===== config.mk =====
export PLATFORM = sky130hd
export DESIGN_NAME = eth_tx_sched
export DESIGN_NICKNAME = d
export VERILOG_FILES = /design/src/rtl/eth_pkg.sv /design/src/rtl/eth_tx_sched.sv
export SDC_FILE = /design/constraint.sdc
export NUM_CORES = 1
export LEC_CHECK = 0
export CAP_MARGIN = 20
export CELL_PAD_IN_SITES_DETAIL_PLACEMENT = 0
export CELL_PAD_IN_SITES_GLOBAL_PLACEMENT = 1
export CORE_MARGIN = 2
export CORE_UTILIZATION = 23
export DETAILED_ROUTE_END_ITERATION = 7
export GPL_ROUTABILITY_DRIVEN = 0
export GPL_TIMING_DRIVEN = 0
export PLACE_DENSITY = 0.8
export SLEW_MARGIN = 10
export SYNTH_ARGS = -nofsm -noshare
export SYNTH_HDL_FRONTEND = slang
export SYNTH_SLANG_ARGS = --single-unit

===== constraint.sdc =====
create_clock -name clk -period 2.1 [get_ports clk]
set_clock_uncertainty 0.15 [all_clocks]
set_input_delay 0.42 -clock clk [delete_from_list [all_inputs] [get_ports clk]]
set_output_delay 0.42 -clock clk [all_outputs]
set_load 0.01 [all_outputs]

===== src/rtl/eth_pkg.sv =====
// Shared constants and types for the Ethernet TX scheduler.
package eth_pkg;

  localparam int unsigned N_SRC   = 3;
  localparam int unsigned DATA_W  = 32;
  localparam int unsigned STALL_W = 16;
  localparam int unsigned IFG_W   = 8;

  // Source indices into the per-source vectors and the grant bits
  localparam int unsigned SRC_ARP  = 0;
  localparam int unsigned SRC_PING = 1;
  localparam int unsigned SRC_UDP  = 2;

  // Scheduler state encoding
  localparam logic [2:0] ST_IDLE  = 3'd0;
  localparam logic [2:0] ST_XFER  = 3'd1;
  localparam logic [2:0] ST_ABORT = 3'd2;
  localparam logic [2:0] ST_DONE  = 3'd3;
  localparam logic [2:0] ST_IFG   = 3'd4;

  // One beat of the TX stream
  typedef struct packed {
    logic [DATA_W-1:0] data;
    logic              sop;
    logic              eop;
    logic              vld;
  } tx_beat_t;

  // Fixed priority pick: lowest index wins (ARP > ping > UDP)
  function automatic logic [N_SRC-1:0] arb_pick(input logic [N_SRC-1:0] req);
    logic [N_SRC-1:0] pick;
    pick = '0;
    for (int i = 0; i < int'(N_SRC); i++) begin
      if (req[i] && (pick == '0)) pick[i] = 1'b1;
    end
    return pick;
  endfunction

endpackage


===== src/rtl/eth_tx_sched.sv =====
// Arbitrates ARP / ping / UDP frame sources onto a single TX stream with
// inter-frame gap, stall timeout and per-source completion pulses.
module eth_tx_sched
  import eth_pkg::*;
#(
  parameter int unsigned IFG_CYCLES     = 3,
  parameter int unsigned TIMEOUT_CYCLES = 1024
) (
  input  logic                    clk,
  input  logic                    rst_n,
  input  logic                    i_arp_req_flag,
  output logic                    o_clear_arp_req,
  input  logic                    i_ping_req_flag,
  output logic                    o_clear_ping_req,
  input  logic                    i_udp_req,
  output logic                    o_udp_ack,
  output logic [N_SRC-1:0]        o_grant,
  input  logic [N_SRC*DATA_W-1:0] i_src_data,
  input  logic [N_SRC-1:0]        i_src_sop,
  input  logic [N_SRC-1:0]        i_src_eop,
  input  logic [N_SRC-1:0]        i_src_vld,
  output logic [N_SRC-1:0]        o_src_rdy,
  output logic [DATA_W-1:0]       o_tx_data,
  output logic                    o_tx_sop,
  output logic                    o_tx_eop,
  output logic                    o_tx_vld,
  input  logic                    i_tx_rdy,
  output logic                    o_busy,
  output logic                    o_timeout
);

  logic [2:0]         state_q, state_d;
  logic [N_SRC-1:0]   grant_q, grant_d;
  logic [STALL_W-1:0] stall_q, stall_d;
  logic [IFG_W-1:0]   ifg_q, ifg_d;
  logic [N_SRC-1:0]   done_q, done_d;
  logic               timeout_q, timeout_d;
  logic               busy_q, busy_d;
  logic [N_SRC-1:0]   req_c;
  tx_beat_t           sel_c;
  tx_beat_t           tx_c;

  assign req_c[SRC_ARP]  = i_arp_req_flag;
  assign req_c[SRC_PING] = i_ping_req_flag;
  assign req_c[SRC_UDP]  = i_udp_req;

  // Select the granted source's beat (grant is one-hot or zero)
  always_comb begin
    sel_c = '0;
    for (int i = 0; i < int'(N_SRC); i++) begin
      if (grant_q[i]) begin
        sel_c.data = sel_c.data | i_src_data[i*DATA_W +: DATA_W];
        sel_c.sop  = sel_c.sop  | i_src_sop[i];
        sel_c.eop  = sel_c.eop  | i_src_eop[i];
        sel_c.vld  = sel_c.vld  | i_src_vld[i];
      end
    end
  end

  // Next-state, counters, pulses and the combinational TX datapath
  always_comb begin
    state_d   = state_q;
    grant_d   = grant_q;
    stall_d   = stall_q;
    ifg_d     = ifg_q;
    done_d    = '0;
    timeout_d = 1'b0;
    tx_c      = '0;
    o_src_rdy = '0;
    case (state_q)
      ST_IDLE: begin
        stall_d = '0;
        ifg_d   = '0;
        grant_d = arb_pick(req_c);
        if (|req_c) state_d = ST_XFER;
      end
      ST_XFER: begin
        tx_c      = sel_c;
        o_src_rdy = grant_q & {N_SRC{i_tx_rdy}};
        if (sel_c.vld && i_tx_rdy) begin
          stall_d = '0;
          if (sel_c.eop) begin
            state_d = ST_DONE;
            done_d  = grant_q;
          end
        end else if (stall_q == STALL_W'(TIMEOUT_CYCLES - 2)) begin
          state_d = ST_ABORT;
        end else begin
          stall_d = stall_q + STALL_W'(1);
        end
      end
      ST_ABORT: begin
        // Terminate the frame at the MAC with an empty eop beat
        tx_c.vld = 1'b1;
        tx_c.eop = 1'b1;
        if (i_tx_rdy) begin
          timeout_d = 1'b1;
          done_d    = grant_q;
          state_d   = ST_DONE;
        end
      end
      ST_DONE: begin
        grant_d = '0;
        ifg_d   = '0;
        state_d = ST_IFG;
      end
      ST_IFG: begin
        if (ifg_q == IFG_W'(IFG_CYCLES - 1)) state_d = ST_IDLE;
        else                                 ifg_d   = ifg_q + IFG_W'(1);
      end
      default: begin
        state_d = ST_IDLE;
        grant_d = '0;
      end
    endcase
    busy_d = (state_d != ST_IDLE);
  end

  // State and registered outputs
  always_ff @(posedge clk or negedge rst_n) begin
    if (!rst_n) begin
      state_q   <= ST_IDLE;
      grant_q   <= '0;
      stall_q   <= '0;
      ifg_q     <= '0;
      done_q    <= '0;
      timeout_q <= 1'b0;
      busy_q    <= 1'b0;
    end else begin
      state_q   <= state_d;
      grant_q   <= grant_d;
      stall_q   <= stall_d;
      ifg_q     <= ifg_d;
      done_q    <= done_d;
      timeout_q <= timeout_d;
      busy_q    <= busy_d;
    end
  end

  assign o_grant          = grant_q;
  assign o_clear_arp_req  = done_q[SRC_ARP];
  assign o_clear_ping_req = done_q[SRC_PING];
  assign o_udp_ack        = done_q[SRC_UDP];
  assign o_timeout        = timeout_q;
  assign o_busy           = busy_q;
  assign o_tx_data        = tx_c.data;
  assign o_tx_sop         = tx_c.sop;
  assign o_tx_eop         = tx_c.eop;
  assign o_tx_vld         = tx_c.vld;

endmodule

## Word-level counts from Yosys, hierarchy flattened

Cells that the tools add are included.

- Word-level logic and storage cells: 70
- Flip-flop bits (word level): 35
- Output and inout port bits: 46
- Input port bits: 111

- Reduce and logical (&&, ||, !) cells: 13
- Equal/unequal tests: 8
- Bitwise operators: 10
- Muxes and demuxes: 30
- Add/sub/neg operators: 2

Operator list:

| kind | number |
|---|---|
| 35-bit 2-to-1 mux | 3 |
| 32-bit OR | 2 |
| 33-bit 2-to-1 mux | 1 |
| 16-bit 2-to-1 mux | 2 |
| 16-bit case mux with 2 select lines | 1 |
| 3-bit 2-to-1 mux | 10 |
| 16-bit by 1-bit adder with 16-bit output (second input constant) | 1 |
| 16-bit by 10-bit == test with 1-bit output (second input constant) | 1 |
| 8-bit case mux with 2 select lines | 1 |
| 3-bit case mux with 5 select lines | 1 |
| 3-bit case mux with 2 select lines | 2 |
| 8-bit by 1-bit adder with 8-bit output (second input constant) | 1 |
| 8-bit by 2-bit == test with 1-bit output (second input constant) | 1 |
| 8-bit 2-to-1 mux | 1 |
| 1-bit 2-to-1 mux | 7 |
| 3-bit by 2-bit == test with 1-bit output (second input constant) | 2 |
| 1-bit OR | 6 |
| 3-bit OR reduction | 2 |
| 2-bit case mux with 2 select lines | 1 |
| 2-bit AND reduction | 2 |
| 2-bit nonzero test | 2 |
| 3-bit AND | 1 |
| 3-bit by 1-bit == test with 1-bit output (second input constant) | 1 |
| 3-bit == test (second input constant) | 1 |
| other kinds (8) | 10 |

## Depth between registers and ports, before layout

Gate-level depths: netlist of run 1.

- Word-level depth: 10
- Mapped depth: 8
- Gate-level depth less buffers: 6

## Worst setup path before layout of run 1

OpenSTA, ideal clock, no wires.

- Kind: register to register
- Start point: register stall_q[0]
- End point: register stall_q[1]
- Path slack: 0.094 ns
- Arrival: 1.728 ns
- Stages on the path, launching flop included: 8
- Buffers on the path: 1
- Data required time: 1.822 ns
- Path through: dfrtp_1 -> inv_1 -> ha_1 -> nor4bb_1 -> and4_4 -> buf_6 -> o22ai_2 -> mux2_1

- Longest elaborated chain between the ends: 4
- Elaborated cells between the ends (all ways): 7
- Classes of those cells: 1 x add/sub; 2 x eq/ne; 3 x mux; 1 x reduce/logical

RTL lines:

| what | line | RTL |
|---|---|---|
| start: declaration | eth_tx_sched.sv:34 | `logic [STALL_W-1:0] stall_q, stall_d;` |
| start signal: assignment | eth_tx_sched.sv:132 | `stall_q <= stall_d;` |
| 16-bit by 1-bit adder with 16-bit output | eth_tx_sched.sv:89 | `stall_d = stall_q + STALL_W'(1);` |
| 16-bit 2-to-1 mux | eth_tx_sched.sv:86 | `end else if (stall_q == STALL_W'(TIMEOUT_CYCLES - 2)) begin` |
| 16-bit 2-to-1 mux | eth_tx_sched.sv:80 | `if (sel_c.vld && i_tx_rdy) begin` |
| 16-bit case mux with 2 select lines | eth_tx_sched.sv:70 | `case (state_q)` |

Several ways; a longest one is shown, not always the timed one. The select of a mux whose other input is x is not followed.
A chain may end at the register's enable or synchronous reset.

## Final worst setup path of run 1

- Start point: register grant_q[0], in the netlist o_grant[0]
- End point: output o_tx_data[29]

- Longest elaborated chain between the ends: 6

RTL lines:

| what | line | RTL |
|---|---|---|
| start: declaration | eth_tx_sched.sv:33 | `logic [N_SRC-1:0] grant_q, grant_d;` |
| start signal: assignment | eth_tx_sched.sv:131 | `grant_q <= grant_d;` |
| 35-bit 2-to-1 mux * | eth_tx_sched.sv:51 | `if (grant_q[i]) begin` |
| 32-bit OR | eth_tx_sched.sv:52 | `sel_c.data = sel_c.data \| i_src_data[i*DATA_W +: DATA_W];` |
| 35-bit 2-to-1 mux * | eth_tx_sched.sv:51 |  |
| 32-bit OR | eth_tx_sched.sv:52 |  |
| 35-bit 2-to-1 mux * | eth_tx_sched.sv:51 |  |
| 33-bit 2-to-1 mux * | eth_tx_sched.sv:70 |  |
| end: declaration | eth_tx_sched.sv:23 | `output logic [DATA_W-1:0] o_tx_data,` |

Mark *: on every way between the ends. The rest lies on a longest branch, timed or not.

==> flow_summary.toml, run 1 <==
[floorplanning]
core_um2 = 10900
die_area_um2 = 12000
die_x_um = 110
rows = 38
die_h_um = 110
num_io_pins = 157
initial_core_util_pct = 23.6

[pwr]
leakage_uw = 0.00214
peakVddDrop_mv = 0.513
total_power_uw = 4980
power_density_nw_per_um2 = 983

[worst_setup_path]
critPathArrivalTime_ns = 1.68
crit_end = "o_tx_data[29]"
cp.required_ns = 1.53
cp_slowest_cell = "dfrtp_1"
cp_common_cell = "buf_8"
path_delay_family = "buffers and inverters"
endpoint_kind = "primary output"
worst-path-buf-inv = 4
startpoint = "o_grant[0]"
reg2regPathDepth = 7
crit_cells = 6
reg2reg_to = "o_busy"
worstPathMaxFanout = 9
r2r_start = "o_grant[0]"
slowest_delay_ns = 0.40
reg2reg_slack_ns = 0.02
cp-start-kind = "register"
cp_cell_sequence = "buf_6 -> buf_8 -> buf_8 -> a222oi_1 -> nor2_1 -> buf_2"
crit_type = "register to primary output"

[synthesis]
yosysSeqAreaShare_pct = 34.1
ys.flop_type = "dfrtp_1"
ys_ff_latch = 35
synthAdderAreaFrac_pct = 1.95
synth_cell_types = 48
synthArstFlopShare_pct = 100
synth_xor_area_share_pct = 0.682
synthSimpleGateAreaFrac_pct = 28.5
synth_common_cells = "nor2_1, a222oi_1, dfrtp_1"
synth_top_family_by_area = "simple AND/OR/NAND/NOR gates"
synth_area_leaders = "dfrtp_1, a222oi_1, nor2_1"
synth_compound_area_share_pct = 26.6
synth.net_count = 418
synth_warnings = 0
synth_edf_count = 0
yosysTopAreaCellShare_pct = 34.1
muxShareOfSynthArea_pct = 2.39
yosys.area.top_type = "dfrtp_1"
synth.most_common_cell = "nor2_1"
syn_area_per_cell_um2 = 8.47
syn-cell-area_um2 = 2570
synthCells = 303

[layout]
fillers = 1035
multi_input_area_um2 = 1720
syn2layout_area_growth_pct = 97.3
num_antenna_cells = 0
nets = 628
drive_gt1_share_pct = 29.8
layoutNonFillerInstCount = 654
register_area_um2 = 877

[clock_network]
cts.clk_slew.worst_paths_ns = 0.08
h-tree-depth = 2
cts_tree = "yes"
cts_inserted_buffers = 5
cts.path.max_buffers = 2
cts_root_buf = "clkbuf_8"
clk_latency_ns = 0.29
clkSinkCount = 35

[grt]
grt_use_total_pct = 17.8
grt_max_degree = 36
grt_pass1_wl_um = 16900
overflow = 0
antenna_found_initial = 0
grt_pass1_vias = 3167

[place]
io_buffer_count = 156
placedCellCount = 600
hpwl_um = 8290

[detailed_routing]
wl_um = 11900
drt_iter0_markers = 381
via_per_inst = 5.26
drc = 0
firstDrtPassIters = 7
antenna_left = 0
avgRoutedWirePerCell_um = 18.3
vias = 3438

[timing]
fmax_mhz = 445
finalCriticalPeriod_ns = 2.25
finalSetupViolations = 31
worstMarginPinSlew_ns = 0.536
grt_setup_unrepaired = "yes"
fin_tns_setup_ns = -2.75
hold_slack_ns = 0.401
hold_viol = 0
slew_headroom_pct = 64.3
drv_slew = 0
worst_slack_ns = -0.147
period_share_pct = 107

[status]
status = "complete, but fails checks"
violations = "setup timing"

[job]
cap_violations = 0

[hold_path]
hold_class = "register to register"
## worst min-delay path: stages (launching register included)
cell and delay, ns:
dfrtp_1 0.40, nand2_1 0.07, mux2i_1 0.05
## repair_timing
item                                   CTS  global route
gates resized for setup                215            62
endpoints found under the hold margin   35             0
hold buffers                             1             0
pin swaps                               21            24
cloned                                   5             3
setup endpoints to repair               51            51
buffers inserted                        18            19
## through the flow
| stage | util, % | instance area [µm²] | setup WS (ns) |
|---|---|---|---|
| finish | 46.5 | 5070 | -0.147 |
| global route | 46.5 | 5070 | -0.271 |
| CTS | 43.4 | 4730 | -0.181 |
| detailed placement | 39.7 | 4320 | -0.752 |
| global placement | 39.5 | 4300 | -0.751 |
| floorplan | - | 2570 | 0.0941 |
## power by group
part	total [µW]	internal [µW]	leakage (µW)	switching, µW
sequential	880	765	0.000469	115
clock	662	391	0.0000618	271
combinational	3440	1790	0.00161	1650
## worst min path at each step
| stage | startpoint | to | slack, ns | cells past startpoint |
|---|---|---|---|---|
| 6_report | ifg_q[6] | ifg_q[6] | 0.40 | 2 |
| 5_1_grt | stall_q[1] | stall_q[1] | 0.43 | 1 |
| 4_1_cts | ifg_q[6] | ifg_q[6] | 0.40 | 2 |
| 3_5_place_dp | rst_n | stall_q[9] | 0.25 | 2 |
| 3_3_place_gp | stall_q[1] | stall_q[1] | 0.38 | 1 |
| 2_1_floorplan | rst_n | done_q[0] | -0.03 | 0 |
## cell families after synthesis
family	count (synthesis)
AOI/OAI and AO/OA	88
xor gates and xnor gates	2
adders and majority gates	4
buffers and inverters	33
DFF	35
muxes	6
and+or+nand+nor	135
## final cells by class
| class | instances | share of cell area [%] |
|---|---|---|
| Clock buffer | 6 | 1.63 |
| Tap cell | 140 | 3.46 |
| Sequential cell | 35 | 17.3 |
| Clock inverter | 2 | 0.766 |
| Multi-Input combinational cell | 237 | 34.0 |
| Inverter | 10 | 0.741 |
| Buffer | 23 | 5.85 |
| Timing Repair Buffer | 201 | 36.2 |
## cell usage in the layout, fill, tap and decap left out, types with 4 or more instances in the layout
cell / n
a21oi_1: 11
a21oi_2: 4
a222oi_1: 35
and2_1: 4
and3_1: 6
buf_2: 36
buf_4: 24
buf_6: 20
buf_8: 10
clkbuf_8: 12
clkdlybuf4s50_1: 116
dfrtp_1: 34
inv_1: 9
mux2i_1: 5
nand2_1: 16
nand2b_1: 4
nand3_1: 12
nand4_1: 6
nor2_1: 36
nor2_2: 10
nor4_1: 6
o21ai_0: 15
o31ai_1: 7
or3_1: 4
or4_1: 5
or4_4: 4
## sequential cells by signal, summed over array words and instances (netlist names)
signal,cells
done_q,3
ifg_q,8
o_busy,1
o_grant,3
o_timeout,1
stall_q,16
state_q,3
## per-layer routing
metal,GRT usage (%),vias up,wire length [µm]
met5,0,-,0
met4,4.43,0,207
met3,4.09,19,839
met2,30.0,120,6060
met1,22.9,1675,4830
li1,-,1624,-
Power figures use the tool's default switching activity.
==> inputs of run 2 (changes only) <==
--- a/config.mk
+++ b/config.mk
@@ -5,15 +5,16 @@
 export SDC_FILE = /design/constraint.sdc
 export NUM_CORES = 1
 export LEC_CHECK = 0
+export ABC_AREA = 1
 export CAP_MARGIN = 20
 export CELL_PAD_IN_SITES_DETAIL_PLACEMENT = 0
 export CELL_PAD_IN_SITES_GLOBAL_PLACEMENT = 1
 export CORE_MARGIN = 2
-export CORE_UTILIZATION = 23
+export CORE_UTILIZATION = 24
 export DETAILED_ROUTE_END_ITERATION = 7
 export GPL_ROUTABILITY_DRIVEN = 0
 export GPL_TIMING_DRIVEN = 0
-export PLACE_DENSITY = 0.8
+export PLACE_DENSITY = 0.83
 export SLEW_MARGIN = 10
 export SYNTH_ARGS = -nofsm -noshare
 export SYNTH_HDL_FRONTEND = slang
==> run 2 against run 1 <==
- non-clock buffer count fell by 40
- cell count up 32%
- via count is 11% higher
- the run now ends clean
- combinational power decreased by 5%
- final area shrank 0.17%
- sequential cell count is the same
- core utilization shrank 6.3 points
==> flow_summary.toml, run 2 <==
[floorplanning]
initial_core_util_pct = 24.5
num_io_pins = 157
die_area_um2 = 13800
die_h_um = 117
rows = 41
core_um2 = 12600
die_x_um = 117

[timing]
hold_slack_ns = 0.399
worstMarginPinSlew_ns = 0.464
slew_headroom_pct = 68.9
fmax_mhz = 491
drv_slew = 0
period_share_pct = 97.0
finalSetupViolations = 0
hold_viol = 0
grt_setup_unrepaired = "no"
finalCriticalPeriod_ns = 2.04
worst_slack_ns = 0.0637

[worst_setup_path]
cp_cell_sequence = "buf_6 -> clkbuf_8 -> inv_1 -> nor3_2 -> clkdlybuf4s15_2"
reg2regPathDepth = 11
endpoint_kind = "primary output"
reg2reg_to = "stall_q[4]"
path_delay_family = "buffers and inverters"
worst-path-buf-inv = 4
cp.required_ns = 1.53
cp_slowest_cell = "dfrtp_1"
worstPathMaxFanout = 10
crit_type = "register to primary output"
r2r_start = "o_grant[2]"
reg2reg_slack_ns = 0.16
slowest_delay_ns = 0.36
cp-start-kind = "register"
critPathArrivalTime_ns = 1.47

[grt]
overflow = 0
grt_use_total_pct = 15.2
grt_pass1_wl_um = 16800
antenna_found_initial = 0
grt_pass1_vias = 3639
grt_max_degree = 26

[synthesis]
yosysSeqAreaShare_pct = 28.4
synth_warnings = 0
synthCells = 518
yosys.area.top_type = "dfrtp_1"
synthArstFlopShare_pct = 100
synth_edf_count = 0
synth_cell_types = 30
synth_common_cells = "nand2_1, inv_1, nand3_1"
syn_area_per_cell_um2 = 5.94
yosysTopAreaCellShare_pct = 28.4
synth.net_count = 633
synth_area_leaders = "dfrtp_1, nand2_1, nand3_1"
ys.flop_type = "dfrtp_1"
synth.most_common_cell = "nand2_1"
ys_ff_latch = 35
syn-cell-area_um2 = 3080

[clock_network]
cts.path.max_buffers = 2
cts.clk_slew.worst_paths_ns = 0.06
h-tree-depth = 2
clk_latency_ns = 0.28
cts_inserted_buffers = 5
cts_tree = "yes"
cts_root_buf = "clkbuf_16"
clkSinkCount = 35

[pwr]
internal_power_uw = 2710
p_clk_share_pct = 17.3
power_density_nw_per_um2 = 981
power_switching_uw = 2250
leakage_uw = 0.00258
p_comb_share_pct = 65.8
peakVddDrop_mv = 0.509
sw_frac_of_total_pct = 45.3
seqPwrFrac_pct = 16.8

[layout]
layoutNonFillerInstCount = 861
num_antenna_cells = 0
reg_top3 = "stall_q (16), ifg_q (8)"
largest_reg_flops = 16
utilization_pct = 40.2
most-common-layout-cells = "nand2_1, clkdlybuf4s50_1, inv_1"
top_register = "stall_q"
final_design_area_no_fill_um2 = 5060
drive_gt1_share_pct = 16.3
syn2layout_area_growth_pct = 64.2
fillers = 1349
final_common_cell = "nand2_1"
nets = 803

[place]
hpwl_um = 8840
placedCellCount = 847
post_dp_cell_area_um2 = 4870
dp_slack_ns = -0.474
io_buffer_count = 156

[detailed_routing]
via_per_inst = 4.43
firstDrtPassIters = 4
vias = 3818
antenna_left = 0
drc = 0
drt_iter0_markers = 168
wl_um = 10800
avgRoutedWirePerCell_um = 12.5

[job]
cap_violations = 0

[hold_path]
hold_path_depth = 2
hp-start = "stall_q[15]"
hold_class = "register to register"
min_to = "stall_q[15]"

[status]
status = "finished clean"
run 2: worst min-delay path, stage by stage (launching register included):
cell	delay [ns]
dfrtp_1	0.36
nand3_1	0.08
nand2_1	0.07
run 2: worst max-delay path by stage:
stage | end | depth (start not counted) | slack [ns] | start
floorplan | o_src_rdy[1] | 4 | 0.32 | o_grant[1]
global placement | o_tx_data[20] | 7 | -0.48 | state_q[2]
detailed placement | o_tx_data[3] | 7 | -0.47 | state_q[2]
CTS | o_tx_sop | 7 | -0.002 | state_q[2]
global route | o_src_rdy[1] | 5 | 0.007 | o_grant[1]
finish | o_src_rdy[1] | 5 | 0.06 | o_grant[1]
run 2: cell type report:
class                           instances  area, µm²  share of cell area [%]
Multi-Input combinational cell        380       1790                    35.4
Timing Repair Buffer                  163       1440                    28.5
Sequential cell                        35        876                    17.3
Inverter                               82        313                    6.19
Buffer                                 21        254                    5.02
Tap cell                              172        215                    4.26
Clock buffer                            5        125                    2.47
Clock inverter                          3       43.8                   0.866
run 2: metal layers:
layer | GRT usage [%] | routed length [µm]
met5 | 0 | 0
met4 | 4.78 | 215
met3 | 3.86 | 768
met2 | 26.9 | 5330
met1 | 18.0 | 4460
run 2: power groups by stage:
stage | logic (µW) | registers (µW) | clock network (µW)
floorplan | 1770 | 843 | 0
global placement | 3310 | 838 | 0
detailed placement | 3340 | 839 | 0
CTS | 3390 | 835 | 875
global route | 3620 | 846 | 903
finish | 3270 | 834 | 860
run 2: timing repair:
item / CTS / global route
resized for setup: 103 / 65
hold buffers: 1 / 0
pin swaps: 1 / 0
buffers inserted: 3 / 2
endpoints found under the hold margin: 10 / 0
endpoints found under the setup margin: 38 / 36
run 2: metrics by stage:
step,total power [µW],TNS (ns)
2_1_floorplan,2610,0
6_report,4960,0
4_1_cts,5100,-0.00206
5_1_grt,5370,0
3_5_place_dp,4180,-16.05
3_3_place_gp,4150,-31.39
run 2: cell families after synthesis:
logic type | synth area share [%]
simple gates | 48.0
xor+xnor | 0.853
compound gates | 7.19
fa+ha+maj | 1.63
buf+inv | 13.9
flops | 28.4
==> inputs of run 3 (changes only) <==
--- a/config.mk
+++ b/config.mk
@@ -14,7 +14,7 @@
 export DETAILED_ROUTE_END_ITERATION = 7
 export GPL_ROUTABILITY_DRIVEN = 0
 export GPL_TIMING_DRIVEN = 0
-export PLACE_DENSITY = 0.83
+export PLACE_DENSITY = 0.78
 export SLEW_MARGIN = 10
 export SYNTH_ARGS = -nofsm -noshare
 export SYNTH_HDL_FRONTEND = slang
==> run 3 against run 2 <==
- worst setup slack worse by 0.032 ns
- register-to-register slack hardly changed
- sequential cell count stayed put
- highest routed layer unchanged
- via count is 2.3% higher
- first-iteration DRC count is 29% lower
- critical endpoint is now o_tx_data[18]
- combinational power is 14% higher
- die area stayed put
- critical path depth is 3 higher
- non-clock buffer count is 14 higher
==> flow_summary.toml, run 3 (synthesized netlist as in run 2, its figures left out) <==
[grt]
grt_use_total_pct = 17.0
grt_pass1_wl_um = 18300
grt_pass1_vias = 3779
grt_max_degree = 27
antenna_found_initial = 0
overflow = 0

[worst_setup_path]
crit_type = "register to primary output"
cp.required_ns = 1.53
worstPathMaxFanout = 5
cp_cell_sequence = "buf_6 -> buf_6 -> clkbuf_16 -> nand2_1 -> nand3_1 -> nand2_2 -> inv_1 -> buf_2"
critPathArrivalTime_ns = 1.50
endpoint_kind = "primary output"
cp_slowest_cell = "dfrtp_1"
cp-start-kind = "register"
slowest_delay_ns = 0.41
cp_common_cell = "buf_6"

[status]
status = "finished clean"

[layout]
drive_gt1_share_pct = 19.6
syn2layout_area_growth_pct = 71.1
final_common_cell = "nand2_1"
most-common-layout-cells = "nand2_1, clkdlybuf4s50_1, inv_1"
num_antenna_cells = 0
layoutNonFillerInstCount = 875
top_register = "stall_q"
largest_reg_flops = 16
reg_top3 = "stall_q (16), ifg_q (8)"
final_design_area_no_fill_um2 = 5270
utilization_pct = 41.9
nets = 817

[place]
io_buffer_count = 156
hpwl_um = 9140
post_dp_cell_area_um2 = 4870
placedCellCount = 847

[clock_network]
clkSinkCount = 35
clk_latency_ns = 0.28
cts_root_buf = "clkbuf_16"
cts_tree = "yes"
cts.path.max_buffers = 2
cts_inserted_buffers = 5
h-tree-depth = 2
cts.clk_slew.worst_paths_ns = 0.06

[detailed_routing]
antenna_left = 0
avgRoutedWirePerCell_um = 13.2
firstDrtPassIters = 4
wl_um = 11600
via_per_inst = 4.46
vias = 3906
drt_iter0_markers = 119
drc = 0

[timing]
finalCriticalPeriod_ns = 2.07
fmax_mhz = 484
grt_setup_unrepaired = "yes"
finalSetupViolations = 0
fin_tns_setup_ns = 0
slew_headroom_pct = 65.9
hold_viol = 0
worstMarginPinSlew_ns = 0.509
drv_slew = 0
period_share_pct = 98.5
hold_slack_ns = 0.391

[floorplanning]
die_area_um2 = 13800
core_um2 = 12600
num_io_pins = 157
die_h_um = 117
initial_core_util_pct = 24.5
rows = 41
die_x_um = 117

[hold_path]
hold_class = "register to register"

[job]
cap_violations = 0

[pwr]
power_density_nw_per_um2 = 1010
peakVddDrop_mv = 0.509
leakage_uw = 0.00268
-- run 3: changes by cell type in the layout (fill, tap and decap cells not counted), sizes merged --
cell | before | now
clkdlybuf4s15 | 1 | 4
buf | 21 | 56
clkinvlp | 0 | 1
clkinv | 3 | 2
clkbuf | 49 | 26
bufinv | 1 | 0
-- run 3: routing by layer --
metal  wire length, µm  track usage [%]
met5                 0                0
met4               108             3.84
met3               820             4.48
met2              6170             31.6
met1              4470             19.4
-- run 3: worst paths after layout --
| path | startpoint | endpoint | slack [ns] | cells past startpoint |
|---|---|---|---|---|
| worst min register to register | stall_q[15] | stall_q[15] | 0.39 | 2 |
| worst max-delay path | o_grant[2] | o_tx_data[18] | 0.03 | 8 |
| worst max register to register | o_grant[1] | stall_q[10] | 0.17 | 11 |
| max in group asynchronous | rst_n | state_q[0] | 0.96 | 3 |
| worst min-delay path | stall_q[15] | stall_q[15] | 0.39 | 2 |
| min in group asynchronous | rst_n | stall_q[5] | 0.40 | 2 |
-- run 3: metrics by stage --
stage	setup slack (ns)	total power, µW
after floorplan	0.323	2610
after global placement	-0.511	4160
after detailed placement	-0.498	4190
after CTS	-0.0557	5320
after global routing	-0.0147	5730
final	0.0319	5300
-- run 3: final cells by class --
class,instances,area [µm²]
fillers,1331,7300
multi-input cells,380,1850
repair buffers,179,1640
flip-flops and latches,35,877
inverters,82,315
plain buffers,19,234
well taps,172,215
clock buffers,6,129
clock inverters,2,12.5
-- run 3: worst max-delay path: cells and delay by family, from the launching register on --
kind / cells / cell delay (ns)
buffers and inverters: 5 / 0.60
DFF: 1 / 0.41
and+or+nand+nor: 3 / 0.20
-- run 3: where the power goes --
group	leakage, µW	total [µW]	switching [µW]	internal [µW]
clock network	0.0000669	735	297	438
logic	0.00214	3730	2040	1690
registers	0.000474	838	75.1	763
total	0.00268	5300	2410	2890
-- run 3: what timing repair did --
action	CTS	global route
resized for setup	162	54
setup endpoints to repair	38	37
endpoints found under the hold margin	9	0
pin swaps	3	3
gates cloned	1	1
hold buffers	1	0
buffers inserted	18	2
==> variant: new RTL, config.mk and constraints of run 2 <==
The package constant `DATA_W` goes from 32 to 16.
--- a/src/rtl/eth_pkg.sv
+++ b/src/rtl/eth_pkg.sv
@@ -3,5 +3,5 @@
 
   localparam int unsigned N_SRC   = 3;
-  localparam int unsigned DATA_W  = 32;
+  localparam int unsigned DATA_W  = 16;
   localparam int unsigned STALL_W = 16;
   localparam int unsigned IFG_W   = 8;
Interface: changed (resized i_src_data and o_tx_data); port bits go from 157 to 93. The function was not compared with the original's and may differ.
==> variant against run 2 <==
- wire length shrank 23%
- largest power group unchanged
- sequential cell count is the same
- area after synthesis shrank 14%
- via count shrank 23%
- cell area shrank 19%
- power shrank 21%
- worst setup slack lost 0.012 ns
- die area shrank 14%
==> variant: results (changes against run 2) <==
- Footprint of the multi-input gates: 1510 µm² (was 1790 µm²)
- Syn nets: 475 (was 633)
- NonClk Buf Share: 29.7% (was 33.5%)
- Sw Share: 44.4% (was 45.3%)
- Layout fillers: 1113 (was 1349)
- Clk_buf instances: 7 (was 5)
- R2R Path End: stall_q[2] (was stall_q[4])
- Initial antenna violation count: 0 (unchanged)
- Seq area share: 21.5% (was 17.3%)
- Number of nets in the layout: 596 (was 803)
- Crit path largest cell delay: 0.42 ns (was 0.36 ns)
- Placed Cells: 641 (was 847)
- Area Overhead vs Synth: 54.5% (was 64.2%)
- Initial drt markers: 178 (was 168)
- Top cells by count, synth: 140 x nand2_1, 49 x nand3_1, 47 x inv_1 (was 196 x nand2_1, 79 x inv_1, 71 x nand3_1)
- Reg2reg path depth: 11 (unchanged)
- Slowest CP cell: dfrtp_1 (unchanged)
- Root Driver: clkbuf_8 (was clkbuf_16)
- Logic pwr share: 64.9% (was 65.8%)
- RR Startpoint: o_grant[2] (unchanged)
- Plain + repair buffers: 127 (was 184)
- Avg Synthesized Cell Area: 6.47 µm² (was 5.94 µm²)
- Vias in the first global route: 2911 (was 3639)
- Arr. time, crit path: 1.48 ns
- Global-route wire length before repair: 13700 µm (was 16800 µm)
- Layout cells sized above 1: 18.3% (was 16.3%)
- Regs by FF count: stall_q: 16 flops, ifg_q: 8 flops (unchanged)
- Number of port buffers: 92 (was 156)
- Placed Area: 3750 µm² (was 4870 µm²)
- Pre-antenna DRT Iters: 4 (unchanged)
- Synthesized cell area: 2640 µm² (was 3080 µm²)
- Inverter count: 55 (was 82)
- Clock power share: 13.4% (was 17.3%)
- Worst-Margin Slew: 0.470 ns (was 0.464 ns)
- Clock-cell share of area: 2.33% (was 3.34%)
- Ranking of synthesized cells by area: dfrtp_1 33%, nand2_1 20%, nand3_1 9.3%, inv_1 6.7%, nor2_1 4.8% (was dfrtp_1 28%, nand2_1 24%, nand3_1 12%, inv_1 9.6%, nor2_1 4.1%)
- Synth unique cells: 32 (was 30)
- CP Max Fanout: 4 (was 10)
- Status: finished, final reports clean (unchanged)
- FFs w/ async S/R, synth: 100% (unchanged)
- Gr usage total: 14.4% (was 15.2%)
- Final WL: 8270 µm (was 10800 µm)
- Via count: 2952 (was 3818)
- HPWL Detailed: 6230 µm (was 8840 µm)
- Lkg Pwr: 1.95 nW (was 2.58 nW)
- Worst R2R Setup Slack: 0.22 ns (was 0.16 ns)
- Final Non-Filler Cells: 670 (was 861)
- Sequential area share after synthesis: 33.2% (was 28.4%)
- Worst IR Drop VDD: 0.460 mV (was 0.509 mV)
- Clk slew on worst S/H paths: 0.07 ns
- Multi-Input Combinational: 305 (was 380)
- Largest net degree at the start of global routing: 26 (unchanged)
- HP Class: in2async (was reg2reg)
## variant: worst max-delay path, delay by kind of cell (launching register included)
family                 cells  cell delay, ns
buffers and inverters      3            0.35
flip-flops                 1            0.42
AND/OR/NAND/NOR            3            0.42
## variant: worst max-delay path by stage
stage,cells after the start,startpoint,to
global placement,1,rst_n,o_grant[1]
finish,6,state_q[0],o_tx_eop
CTS,6,state_q[2],o_src_rdy[2]
detailed placement,5,o_grant[1],o_src_rdy[1]
floorplan,4,o_grant[1],o_src_rdy[1]
global route,7,state_q[1],o_tx_data[2]
## variant: per-stage QoR
stage	total power, mW	setup slack, ns	hold WS [ns]	utilization [%]
6_report	3.90	0.0514	0.396	37.8
4_1_cts	3.80	-0.00519	0.396	37.1
3_3_place_gp	3.10	-0.434	0.368	34.6
2_1_floorplan	2.13	0.254	-0.0256	-
5_1_grt	4.20	0.000961	0.422	37.8
3_5_place_dp	3.11	-0.445	0.176	34.7
## variant: cell families after synthesis
logic type               count (synthesis)  synth area share [%]
flip-flops                              35                  33.2
adder cells (fa/ha/maj)                  4                  1.90
AO/OA/AOI/OAI                           27                  6.88
AND/OR/NAND/NOR                        267                  44.9
XOR/XNOR                                 7                  2.32
buffers and inverters                   68                  10.8
## variant: what timing repair did
item / CTS / global route
gates resized for setup: 67 / 16
hold buffers: 1 / 0
endpoints found under the hold margin: 10 / 0
setup buffers: 13 / 8
cloned: 0 / 0
pin swaps: 1 / 0
endpoints found under the setup margin: 22 / 20
## variant: metal layers
layer	up-vias	share of wire, %	wire (µm)	GRT usage (%)
met5	-	0	0	0
met4	0	0.82	68	3.30
met3	4	6.8	566	3.35
met2	90	50	4100	25.8
met1	1339	43	3530	17.5
li1	1519	-	-	-
